**src/rtl/logic_lab_pkg.sv**
```systemverilog
// Shared definitions for the logic-lab sweeper blocks: sweep state encoding,
// configuration limits and a channel popcount helper.
package logic_lab_pkg;

    typedef enum logic [1:0] {
        ST_IDLE  = 2'd0,
        ST_SWEEP = 2'd1,
        ST_DONE  = 2'd2
    } sweep_state_e;

    localparam int MAX_N_IN = 8;
    localparam int MAX_N_CH = 8;
    localparam int PC_W     = $clog2(MAX_N_CH + 1);

    // Number of set bits in a channel fail vector (unused upper bits are zero).
    function automatic logic [PC_W-1:0] popcount(input logic [MAX_N_CH-1:0] v);
        logic [PC_W-1:0] n;
        n = '0;
        for (int i = 0; i < MAX_N_CH; i++) begin
            n = n + PC_W'(v[i]);
        end
        return n;
    endfunction

endpackage

```
**src/rtl/truth_table_sweeper_if.sv**
```systemverilog
// Bus between the truth-table sweeper and its environment: sweep control,
// golden table, stimulus/response and the result reporting signals.
// The master side is the sweeper; the slave side is the environment that
// drives start/golden_tt and returns the DUT responses.
interface truth_table_sweeper_if #(
    parameter int N_IN = 4,
    parameter int N_CH = 2
);
    localparam int CNT_W = N_IN + $clog2(N_CH) + 1;
    localparam int FCH_W = $clog2(N_CH) + 1;

    logic                 start;
    logic [2**N_IN-1:0]   golden_tt;
    logic [N_IN-1:0]      vec_out;
    logic [N_CH-1:0]      dut_out;
    logic                 busy;
    logic                 done;
    logic                 pass;
    logic [CNT_W-1:0]     mismatch_cnt;
    logic [N_CH-1:0]      fail_mask;
    logic [N_IN-1:0]      first_fail_vec;
    logic [FCH_W-1:0]     first_fail_ch;
    logic                 first_fail_vld;

    modport master (
        input  start, golden_tt, dut_out,
        output vec_out, busy, done, pass, mismatch_cnt, fail_mask,
               first_fail_vec, first_fail_ch, first_fail_vld
    );

    modport slave (
        output start, golden_tt, dut_out,
        input  vec_out, busy, done, pass, mismatch_cnt, fail_mask,
               first_fail_vec, first_fail_ch, first_fail_vld
    );
endinterface

```
**src/rtl/tt_channel_cmp.sv**
```systemverilog
// One checked output channel: compares the DUT bit against the golden bit
// selected for the current vector and keeps a sticky fail flag.
// The golden table register lives in the top; this block sees the selected bit.
module tt_channel_cmp (
    input  logic clk,
    input  logic rst,
    input  logic clear,       // accepted start: forget previous sweep
    input  logic sample,      // sampling edge for the current vector
    input  logic golden_bit,
    input  logic dut_bit,
    output logic fail,        // mismatch at this sampling edge
    output logic fail_flag    // sticky since the last clear
);
    logic fail_flag_q;
    logic fail_flag_d;

    assign fail      = sample & (dut_bit ^ golden_bit);
    assign fail_flag = fail_flag_q;

    // Sticky flag: cleared by start, accumulates mismatches while sampling.
    always_comb begin
        fail_flag_d = fail_flag_q;
        if (clear) begin
            fail_flag_d = 1'b0;
        end else if (fail) begin
            fail_flag_d = 1'b1;
        end
    end

    // Flag register.
    always_ff @(posedge clk) begin
        if (rst) begin
            fail_flag_q <= 1'b0;
        end else begin
            fail_flag_q <= fail_flag_d;
        end
    end
endmodule

```
**src/rtl/truth_table_sweeper.sv**
```systemverilog
// Exhaustive truth-table sweeper: steps vec_out through all 2**N_IN input
// combinations, holds each for SETTLE_CYCLES+1 cycles, and checks N_CH DUT
// output bits against a golden table latched at start.
// Optional build macro STOP_ON_FAIL_EN ends the sweep at the first sampling
// edge that sees any mismatch; without it every vector is always checked.
module truth_table_sweeper
    import logic_lab_pkg::*;
#(
    parameter int N_IN          = 4,
    parameter int N_CH          = 2,
    parameter int SETTLE_CYCLES = 1
) (
    input  logic                 clk,
    input  logic                 rst,
    truth_table_sweeper_if.master bus
);
    localparam int N_VEC = 2**N_IN;
    localparam int CNT_W = N_IN + $clog2(N_CH) + 1;
    localparam int FCH_W = $clog2(N_CH) + 1;

    sweep_state_e     state_q, state_d;
    logic [N_VEC-1:0] golden_q, golden_d;
    logic [N_IN-1:0]  vec_q, vec_d;
    logic [3:0]       settle_q, settle_d;
    logic [CNT_W-1:0] cnt_q, cnt_d;
    logic [N_IN-1:0]  ff_vec_q, ff_vec_d;
    logic [FCH_W-1:0] ff_ch_q, ff_ch_d;
    logic             ff_vld_q, ff_vld_d;

    logic             start_ok;
    logic             sample;
    logic             last_vec;
    logic             sweep_end;
    logic             golden_bit;
    logic [N_CH-1:0]  fails;
    logic [N_CH-1:0]  fail_flags;
    logic [FCH_W-1:0] fail_idx;
    logic [PC_W-1:0]  fail_pc;

    // start is only honoured outside a sweep; rst priority comes from the register.
    assign start_ok   = bus.start && (state_q != ST_SWEEP);
    assign sample     = (state_q == ST_SWEEP) && (settle_q == 4'(SETTLE_CYCLES));
    assign last_vec   = &vec_q;
    assign golden_bit = golden_q[vec_q];
    assign fail_pc    = popcount(MAX_N_CH'(fails));

`ifdef STOP_ON_FAIL_EN
    assign sweep_end = last_vec || (fails != '0);
`else
    assign sweep_end = last_vec;
`endif

    genvar c;
    generate
        for (c = 0; c < N_CH; c++) begin : g_ch
            tt_channel_cmp u_cmp (
                .clk        (clk),
                .rst        (rst),
                .clear      (start_ok),
                .sample     (sample),
                .golden_bit (golden_bit),
                .dut_bit    (bus.dut_out[c]),
                .fail       (fails[c]),
                .fail_flag  (fail_flags[c])
            );
        end
    endgenerate

    // Lowest-numbered failing channel at this sampling edge.
    always_comb begin
        fail_idx = '0;
        for (int i = N_CH - 1; i >= 0; i--) begin
            if (fails[i]) begin
                fail_idx = FCH_W'(i);
            end
        end
    end

    // Sweep FSM with vector/settle counters, mismatch accumulator and first-fail capture.
    always_comb begin
        state_d  = state_q;
        golden_d = golden_q;
        vec_d    = vec_q;
        settle_d = settle_q;
        cnt_d    = cnt_q;
        ff_vec_d = ff_vec_q;
        ff_ch_d  = ff_ch_q;
        ff_vld_d = ff_vld_q;
        unique case (state_q)
            ST_IDLE, ST_DONE: begin
                if (start_ok) begin
                    state_d  = ST_SWEEP;
                    golden_d = bus.golden_tt;
                    vec_d    = '0;
                    settle_d = '0;
                    cnt_d    = '0;
                    ff_vec_d = '0;
                    ff_ch_d  = '0;
                    ff_vld_d = 1'b0;
                end
            end
            ST_SWEEP: begin
                if (sample) begin
                    cnt_d = cnt_q + CNT_W'(fail_pc);
                    if (!ff_vld_q && (fails != '0)) begin
                        ff_vld_d = 1'b1;
                        ff_vec_d = vec_q;
                        ff_ch_d  = fail_idx;
                    end
                    if (sweep_end) begin
                        // vec_out holds the last checked vector in DONE.
                        state_d = ST_DONE;
                    end else begin
                        vec_d    = vec_q + 1'b1;
                        settle_d = '0;
                    end
                end else begin
                    settle_d = settle_q + 4'd1;
                end
            end
            default: begin
                state_d = ST_IDLE;
            end
        endcase
    end

    // State and datapath registers; reset aborts any sweep and clears results.
    always_ff @(posedge clk) begin
        if (rst) begin
            state_q  <= ST_IDLE;
            golden_q <= '0;
            vec_q    <= '0;
            settle_q <= '0;
            cnt_q    <= '0;
            ff_vec_q <= '0;
            ff_ch_q  <= '0;
            ff_vld_q <= 1'b0;
        end else begin
            state_q  <= state_d;
            golden_q <= golden_d;
            vec_q    <= vec_d;
            settle_q <= settle_d;
            cnt_q    <= cnt_d;
            ff_vec_q <= ff_vec_d;
            ff_ch_q  <= ff_ch_d;
            ff_vld_q <= ff_vld_d;
        end
    end

    assign bus.vec_out        = vec_q;
    assign bus.busy           = (state_q == ST_SWEEP);
    assign bus.done           = (state_q == ST_DONE);
    assign bus.pass           = (state_q == ST_DONE) && (cnt_q == '0);
    assign bus.mismatch_cnt   = cnt_q;
    assign bus.fail_mask      = fail_flags;
    assign bus.first_fail_vec = ff_vec_q;
    assign bus.first_fail_ch  = ff_ch_q;
    assign bus.first_fail_vld = ff_vld_q;
endmodule
```
**src/flat_wrapper.sv**
```systemverilog
// flat-port wrapper written by rule: the top's interface ports become plain ports
module truth_table_sweeper_flat import logic_lab_pkg::*;
#(
    parameter int N_IN          = 4,
    parameter int N_CH          = 2,
    parameter int SETTLE_CYCLES = 1
)
  (clk, rst, bus_start, bus_golden_tt, bus_dut_out, bus_vec_out, bus_busy, bus_done, bus_pass, bus_mismatch_cnt, bus_fail_mask, bus_first_fail_vec, bus_first_fail_ch, bus_first_fail_vld);
  truth_table_sweeper_if #(.N_IN(N_IN), .N_CH(N_CH)) bus_i ();
  input  logic clk;
  input  logic rst;
  input wire logic [$bits(bus_i.start)-1:0] bus_start;
  input wire logic [$bits(bus_i.golden_tt)-1:0] bus_golden_tt;
  input wire logic [$bits(bus_i.dut_out)-1:0] bus_dut_out;
  output wire logic [$bits(bus_i.vec_out)-1:0] bus_vec_out;
  output wire logic [$bits(bus_i.busy)-1:0] bus_busy;
  output wire logic [$bits(bus_i.done)-1:0] bus_done;
  output wire logic [$bits(bus_i.pass)-1:0] bus_pass;
  output wire logic [$bits(bus_i.mismatch_cnt)-1:0] bus_mismatch_cnt;
  output wire logic [$bits(bus_i.fail_mask)-1:0] bus_fail_mask;
  output wire logic [$bits(bus_i.first_fail_vec)-1:0] bus_first_fail_vec;
  output wire logic [$bits(bus_i.first_fail_ch)-1:0] bus_first_fail_ch;
  output wire logic [$bits(bus_i.first_fail_vld)-1:0] bus_first_fail_vld;
  assign bus_i.start = bus_start;
  assign bus_i.golden_tt = bus_golden_tt;
  assign bus_i.dut_out = bus_dut_out;
  assign bus_vec_out = bus_i.vec_out;
  assign bus_busy = bus_i.busy;
  assign bus_done = bus_i.done;
  assign bus_pass = bus_i.pass;
  assign bus_mismatch_cnt = bus_i.mismatch_cnt;
  assign bus_fail_mask = bus_i.fail_mask;
  assign bus_first_fail_vec = bus_i.first_fail_vec;
  assign bus_first_fail_ch = bus_i.first_fail_ch;
  assign bus_first_fail_vld = bus_i.first_fail_vld;
  truth_table_sweeper #(.N_IN(N_IN), .N_CH(N_CH), .SETTLE_CYCLES(SETTLE_CYCLES)) u_core (.clk(clk), .rst(rst), .bus(bus_i));
endmodule
```
**config.mk**
```make
export PLATFORM = sky130hd
export DESIGN_NAME = truth_table_sweeper_flat
export DESIGN_NICKNAME = d
export VERILOG_FILES = /design/src/rtl/logic_lab_pkg.sv /design/src/rtl/truth_table_sweeper_if.sv /design/src/rtl/tt_channel_cmp.sv /design/src/rtl/truth_table_sweeper.sv /design/src/flat_wrapper.sv
export SDC_FILE = /design/constraint.sdc
export NUM_CORES = 1
export LEC_CHECK = 0
export BUFFER_PORTS_ARGS = -buffer_cell sky130_fd_sc_hd__buf_2
export CAP_MARGIN = 30
export CORE_MARGIN = 4
export CORE_UTILIZATION = 35
export DETAILED_ROUTE_END_ITERATION = 6
export GPL_ROUTABILITY_DRIVEN = 0
export PLACE_DENSITY = 0.61
export SYNTH_ARGS = -nofsm -noshare
export SYNTH_HDL_FRONTEND = slang
export SYNTH_SLANG_ARGS = --single-unit
```
**constraint.sdc**
```tcl
create_clock -name clk -period 6.9 [get_ports clk]
set_clock_uncertainty 0.1 [all_clocks]
set_input_delay 1.725 -clock clk [delete_from_list [all_inputs] [get_ports clk]]
set_output_delay 1.725 -clock clk [all_outputs]
set_load 0.03 [all_outputs]
```
# Word level (Yosys, flattened, before mapping)
# Cells that the tools add are included.
classes:
  n_bitwise: 4
  muxes: 29
  reduce_logical: 18
  n_addsub: 4
  n_eq_ne: 10
  n_lt_le_gt_ge: 1
op_table:
  columns: ["operator", "n"]
  rows:
  - ["4-bit two-way mux", 7]
  - ["4-bit one-hot mux with 2 select lines", 3]
  - ["2-bit two-way mux", 6]
  - ["6-bit two-way mux", 2]
  - ["6-bit one-hot mux with 2 select lines", 1]
  - ["4-bit AND reduction", 3]
  - ["3-bit AND reduction", 3]
  - ["4-bit by 1-bit adder with 4-bit output (second input constant)", 2]
  - ["2-bit by 1-bit inequality test with 1-bit output (second input constant)", 4]
  - ["2-bit one-hot mux with 2 select lines", 2]
  - ["6-bit by 4-bit adder with 6-bit output", 1]
  - ["6-bit logical NOT", 1]
  - ["1-bit two-way mux", 6]
  - ["4-bit by 5-bit less-than comparator with 1-bit output (second input constant)", 1]
  - ["1-bit binary-select mux with 4-bit select", 1]
  - ["4-bit by 1-bit == test with 1-bit output (second input constant)", 1]
  - ["1-bit logical AND", 4]
  - ["2-bit inequality test (second input constant)", 2]
  - ["2-bit nonzero test", 2]
  - ["2-bit OR reduction", 2]
  - ["3-bit inequality test (second input constant)", 1]
  - ["1-bit by 1-bit adder with 2-bit output", 1]
  - ["1-bit AND", 2]
  - ["2-bit by 1-bit == test with 1-bit output (second input constant)", 1]
  - ["6 further kinds", 7]
totals:
  output_inout_bits: 22
  elab_cells: 76
  ff_bits: 41
  inputBits: 21

# Longest topological paths before layout
logic_depth:
  depth_word: 9
  depth_mapped: 13
  ltp_nobuf: 12

# Hierarchy
# A second synthesis with hierarchy kept.
unflattened:
  cells_unflattened: 228
  area_unflattened_um2: 1903.1
by_module_without_submodules:
  columns: ["mod", "cells_per_inst", "seq_area_each_um2", "area_each_um2", "n_inst"]
  rows:
  - ["truth_table_sweeper", 216, 760.7, 1790.5, 1]
  - ["tt_channel_cmp", 6, 20.0, 56.3, 2]

# Worst setup path after synthesis
# No wires, ideal clock.
synth_timing:
  path_type: "register to output"
  start: "reg u_core.cnt_q[4] (netlist: u_core.bus.mismatch_cnt[4])"
  end: "out bus_pass"
  stages_incl_launch_ff: 3
  required_ps: 5075
  arrival_ps: 1862
  path_slack_ps: 3213
  path_cell_list: "dfxtp_1 > or4_1 > nor4_1"
synth_between:
  elab_chain_len: 2
synth_rtl:
  columns: ["item", "line", "rtl"]
  rows:
  - ["start, declared", "truth_table_sweeper.sv:25", "logic [CNT_W-1:0] cnt_q, cnt_d;"]
  - ["start signal, assigned", "truth_table_sweeper.sv:143", "cnt_q <= cnt_d;"]
  - ["6-bit logical NOT", "truth_table_sweeper.sv:153", "assign bus.pass = (state_q == ST_DONE) && (cnt_q == '0);"]
  - ["1-bit logical AND", "truth_table_sweeper.sv:153", null]
  - ["end, declared", "flat_wrapper.sv:18", "output wire logic [$bits(bus_i.pass)-1:0] bus_pass;"]
# Every way passes these cells.

# Worst setup path after layout
layout_timing:
  start: "in bus_dut_out[1]"
  end: "reg u_core.cnt_q[4] (netlist: u_core.bus.mismatch_cnt[4])"
layout_between:
  elab_chain_len: 6
layout_rtl:
  columns: ["item", "line", "rtl"]
  rows:
  - ["start, declared", "flat_wrapper.sv:14", "input wire logic [$bits(bus_i.dut_out)-1:0] bus_dut_out;"]
  - ["1-bit XOR", "tt_channel_cmp.sv:17", "assign fail = sample & (dut_bit ^ golden_bit);"]
  - ["1-bit AND", "tt_channel_cmp.sv:17", null]
  - ["1-bit by 1-bit adder with 2-bit output", "logic_lab_pkg.sv:20", "n = n + PC_W'(v[i]);"]
  - ["6-bit by 4-bit adder with 6-bit output", "truth_table_sweeper.sv:104", "cnt_d = cnt_q + CNT_W'(fail_pc);"]
  - ["6-bit two-way mux", "truth_table_sweeper.sv:103", "if (sample) begin"]
  - ["6-bit one-hot mux with 2 select lines", "truth_table_sweeper.sv:89", "unique case (state_q)"]
# Every way passes these cells. The select of a mux whose other input is x is not followed.
# A chain may end at the register's enable or synchronous reset.

==> results.py <==
metrics = {
    "run_status": {
        "status": "finished, final reports clean",
    },
    "worst_hold_path": {
        "hold_end": "u_core.golden_q[2]",
        "hold_path_startpoint": "u_core.golden_q[2]",
        "hold_path_class": "register to register",
        "holdPathStages": 2,
    },
    "power": {
        "internal_power_uw": 350,
        "switching_power_uw": 131,
        "ir_drop_uv": 116,
        "p_comb_frac": 0.140,
        "power.leakage_uw": 0.000978,
        "p_seq_frac": 0.511,
        "p_clk_frac": 0.348,
        "p_per_area_nw_per_um2": 207,
        "switching_share": 0.272,
    },
    "finish": {
        "area_growth_pct": 15.3,
        "diodes": 0,
        "final_nets": 302,
        "stdcell_count": 344,
        "drive_gt1_frac": 0.213,
        "fill_cells": 585,
        "post-route-util": 0.420,
    },
    "synthesis": {
        "syn_area_um2": 2020,
        "yosysUniqueCellTypes": 40,
        "synth_most_common_cell": "a21oi_1",
        "synth_ff_type": "dfxtp_1",
        "yosysSeqAreaShare": 0.397,
        "ys_ff_latch": 40,
        "synth.top_cells.by_count": "42 x a21oi_1, 41 x nand2_1, 40 x dfxtp_1",
        "synth_area_leader_cell": "dfxtp_1",
        "synth_top_area_frac": 0.397,
        "avgSynthCellArea_um2": 8.37,
        "async_flop_share": 0,
        "synth_nets": 271,
        "synthTopCellsByArea": "dfxtp_1 40%, a21oi_1 10%, nand2_1 7.6%",
        "postSynthCellCount": 241,
        "synth_edf_count": 0,
        "ys_warn_count": 0,
    },
    "global_route": {
        "antenna_found_initial": 0,
        "grt_start_max_net_pins": 38,
        "grt_pass1_vias": 1653,
        "grt_pass1_wl_um": 7930,
        "gr-usage-all-layers": 0.138,
        "overflow": 0,
    },
    "placed_design": {
        "dp_cells": 337,
        "hpwl_um": 3290,
        "io_buffers": 41,
    },
    "clocking": {
        "cts.sinks": 40,
        "ctsHtreeMaxLevel": 2,
        "cts_buffer_depth": 2,
        "path_clk_slew_ns": 0.07,
        "insertion_delay_ns": 0.29,
        "cts_resized": 0,
        "cts.hold.buffers_added": 0,
        "cts_buffers": 5,
        "cts_setup_buffers": 0,
        "cts_tree": "yes",
        "root_buffer": "clkbuf_8",
    },
    "timing": {
        "rsz0062_at_grt": "false",
        "post-route-min-period_ns": 3.48,
        "hold_ws_ns": 0.353,
        "relSlewSlack": 0.488,
        "setup_tns_ns": 0,
        "final-max-slew-violation-count": 0,
        "clock.fmax_ghz": 0.288,
        "timing.final.crit_share": 0.504,
        "setup-violations-final": 0,
        "worst_slew_pin_slew_ns": 0.768,
        "hold_viol": 0,
    },
    "setup_path": {
        "reg2reg_to": "u_core.bus.mismatch_cnt[4]",
        "r2r_slack_ns": 3.47,
        "required_ns": 7.02,
        "criticalPathCategory": "input pin to register",
        "r2r_cells": 11,
        "startpoint_type": "input pin",
        "crit_path_end_kind": "register",
        "arrival_ns": 3.59,
        "critPathMaxFanout": 4,
        "reg2reg_from": "u_core.bus.vec_out[0]",
    },
    "detailed_routing": {
        "wirelength_um": 4670,
        "vias": 1788,
        "drtAntennaViolNets": 0,
        "dr.pass1.iters": 4,
        "via_per_inst": 5.20,
        "drc": 0,
        "drt_iter0_drc": 67,
        "wl_per_cell_um": 13.6,
    },
    "die": {
        "die_area_um2": 7040,
        "dieWidth_um": 83.9,
        "start_util": 0.364,
        "die_y_um": 83.9,
        "core-area_um2": 5540,
        "ios": 43,
        "num_rows": 27,
    },
    "flow_run": {
        "drv_cap": 0,
    },
}
[metal layers]
metal | GRT usage | vias to the layer above | share of wire
li1 | - | 924 | -
met1 | 0.183 | 820 | 0.49
met2 | 0.213 | 38 | 0.45
met3 | 0.0454 | 6 | 0.055
met4 | 0.0395 | 0 | 0.012
met5 | 0 | - | 0
[how the worst max path moves through the flow]
stage	startpoint	to	slack, ns	cells past startpoint
6_report	bus_dut_out[1]	u_core.bus.mismatch_cnt[4]	3.42	10
5_1_grt	u_core.bus.vec_out[0]	u_core.bus.mismatch_cnt[4]	3.24	11
4_1_cts	bus_dut_out[1]	u_core.bus.mismatch_cnt[4]	3.44	10
3_5_place_dp	bus_dut_out[1]	u_core.bus.mismatch_cnt[4]	3.13	10
3_3_place_gp	bus_dut_out[1]	u_core.bus.mismatch_cnt[4]	3.20	10
2_1_floorplan	u_core.bus.mismatch_cnt[4]	bus_pass	3.21	2
[stage by stage]
step / setup WS, ns / instance area (µm²) / total power (µW)
finish: 3.42 / 2330 / 481
global route: 3.24 / 2330 / 508
CTS: 3.44 / 2330 / 489
detailed placement: 3.13 / 2230 / 319
global placement: 3.20 / 2230 / 318
floorplan: 3.21 / 2020 / 302
[logic make-up (layout without fill, tap and decap cells)]
logic type / Yosys count / count (layout) / synth area share
and+or+nand+nor: 94 / 94 / 0.233
AOI/OAI and AO/OA: 69 / 69 / 0.206
DFF: 40 / 40 / 0.397
buffers and inverters: 23 / 54 / 0.0540
adders and majority gates: 9 / 9 / 0.0596
muxes: 4 / 4 / 0.0447
other: 1 / 1 / 0.00186
xor gates and xnor gates: 1 / 1 / 0.00434
[state kept, by name, indices dropped and copies added, names as in the netlist]
signal / cells
u_core.bus.first_fail_vec: 4
u_core.g_ch.u_cmp.fail_flag: 2
u_core.bus.mismatch_cnt: 6
u_core.state_q: 2
u_core.bus.vec_out: 4
u_core.settle_q: 4
u_core.bus.first_fail_ch: 1
u_core.bus.first_fail_vld: 1
u_core.golden_q: 16
[layout by cell type, fill, tap and decap left out, types with 2 or more instances in the layout]
cell	count
a21oi_1	42
nand2_1	41
buf_2	41
dfxtp_1	40
o21ai_0	10
nor2_1	8
nand3_1	8
nand4_1	8
ha_1	8
clkbuf_8	7
or4_1	6
nand2b_1	5
mux4_2	4
nor2b_1	4
inv_1	4
o31ai_1	4
and3_1	3
or3_1	3
nor3_1	3
a22oi_4	2
o21a_1	2
o21ai_1	2
a211o_1	2
[critical path: stages]
cell	delay, ns
buf_2	0.12
and3_1	0.16
o21a_1	0.21
ha_1	0.28
inv_1	0.05
ha_1	0.17
fa_1	0.17
inv_1	0.06
or4_1	0.50
a21oi_1	0.15
[power by group through the flow]
stage	combinational [µW]	sequential (µW)	clock, µW
floorplan	51.8	250	0
global placement	66.6	251	0
detailed placement	67.6	252	0
CTS	68.0	246	175
global route	75.7	247	185
finish	67.5	246	167
[area by class of cell]
class	count	area, µm²	area share
Clock buffer	7	96.3	0.0414
Multi-Input combinational cell	178	1110	0.476
Sequential cell	40	801	0.344
Inverter	5	18.8	0.00807
Timing Repair Buffer	42	213	0.0914
Tap cell	72	90.1	0.0387
Note: power is estimated with default switching activity, not from simulation.
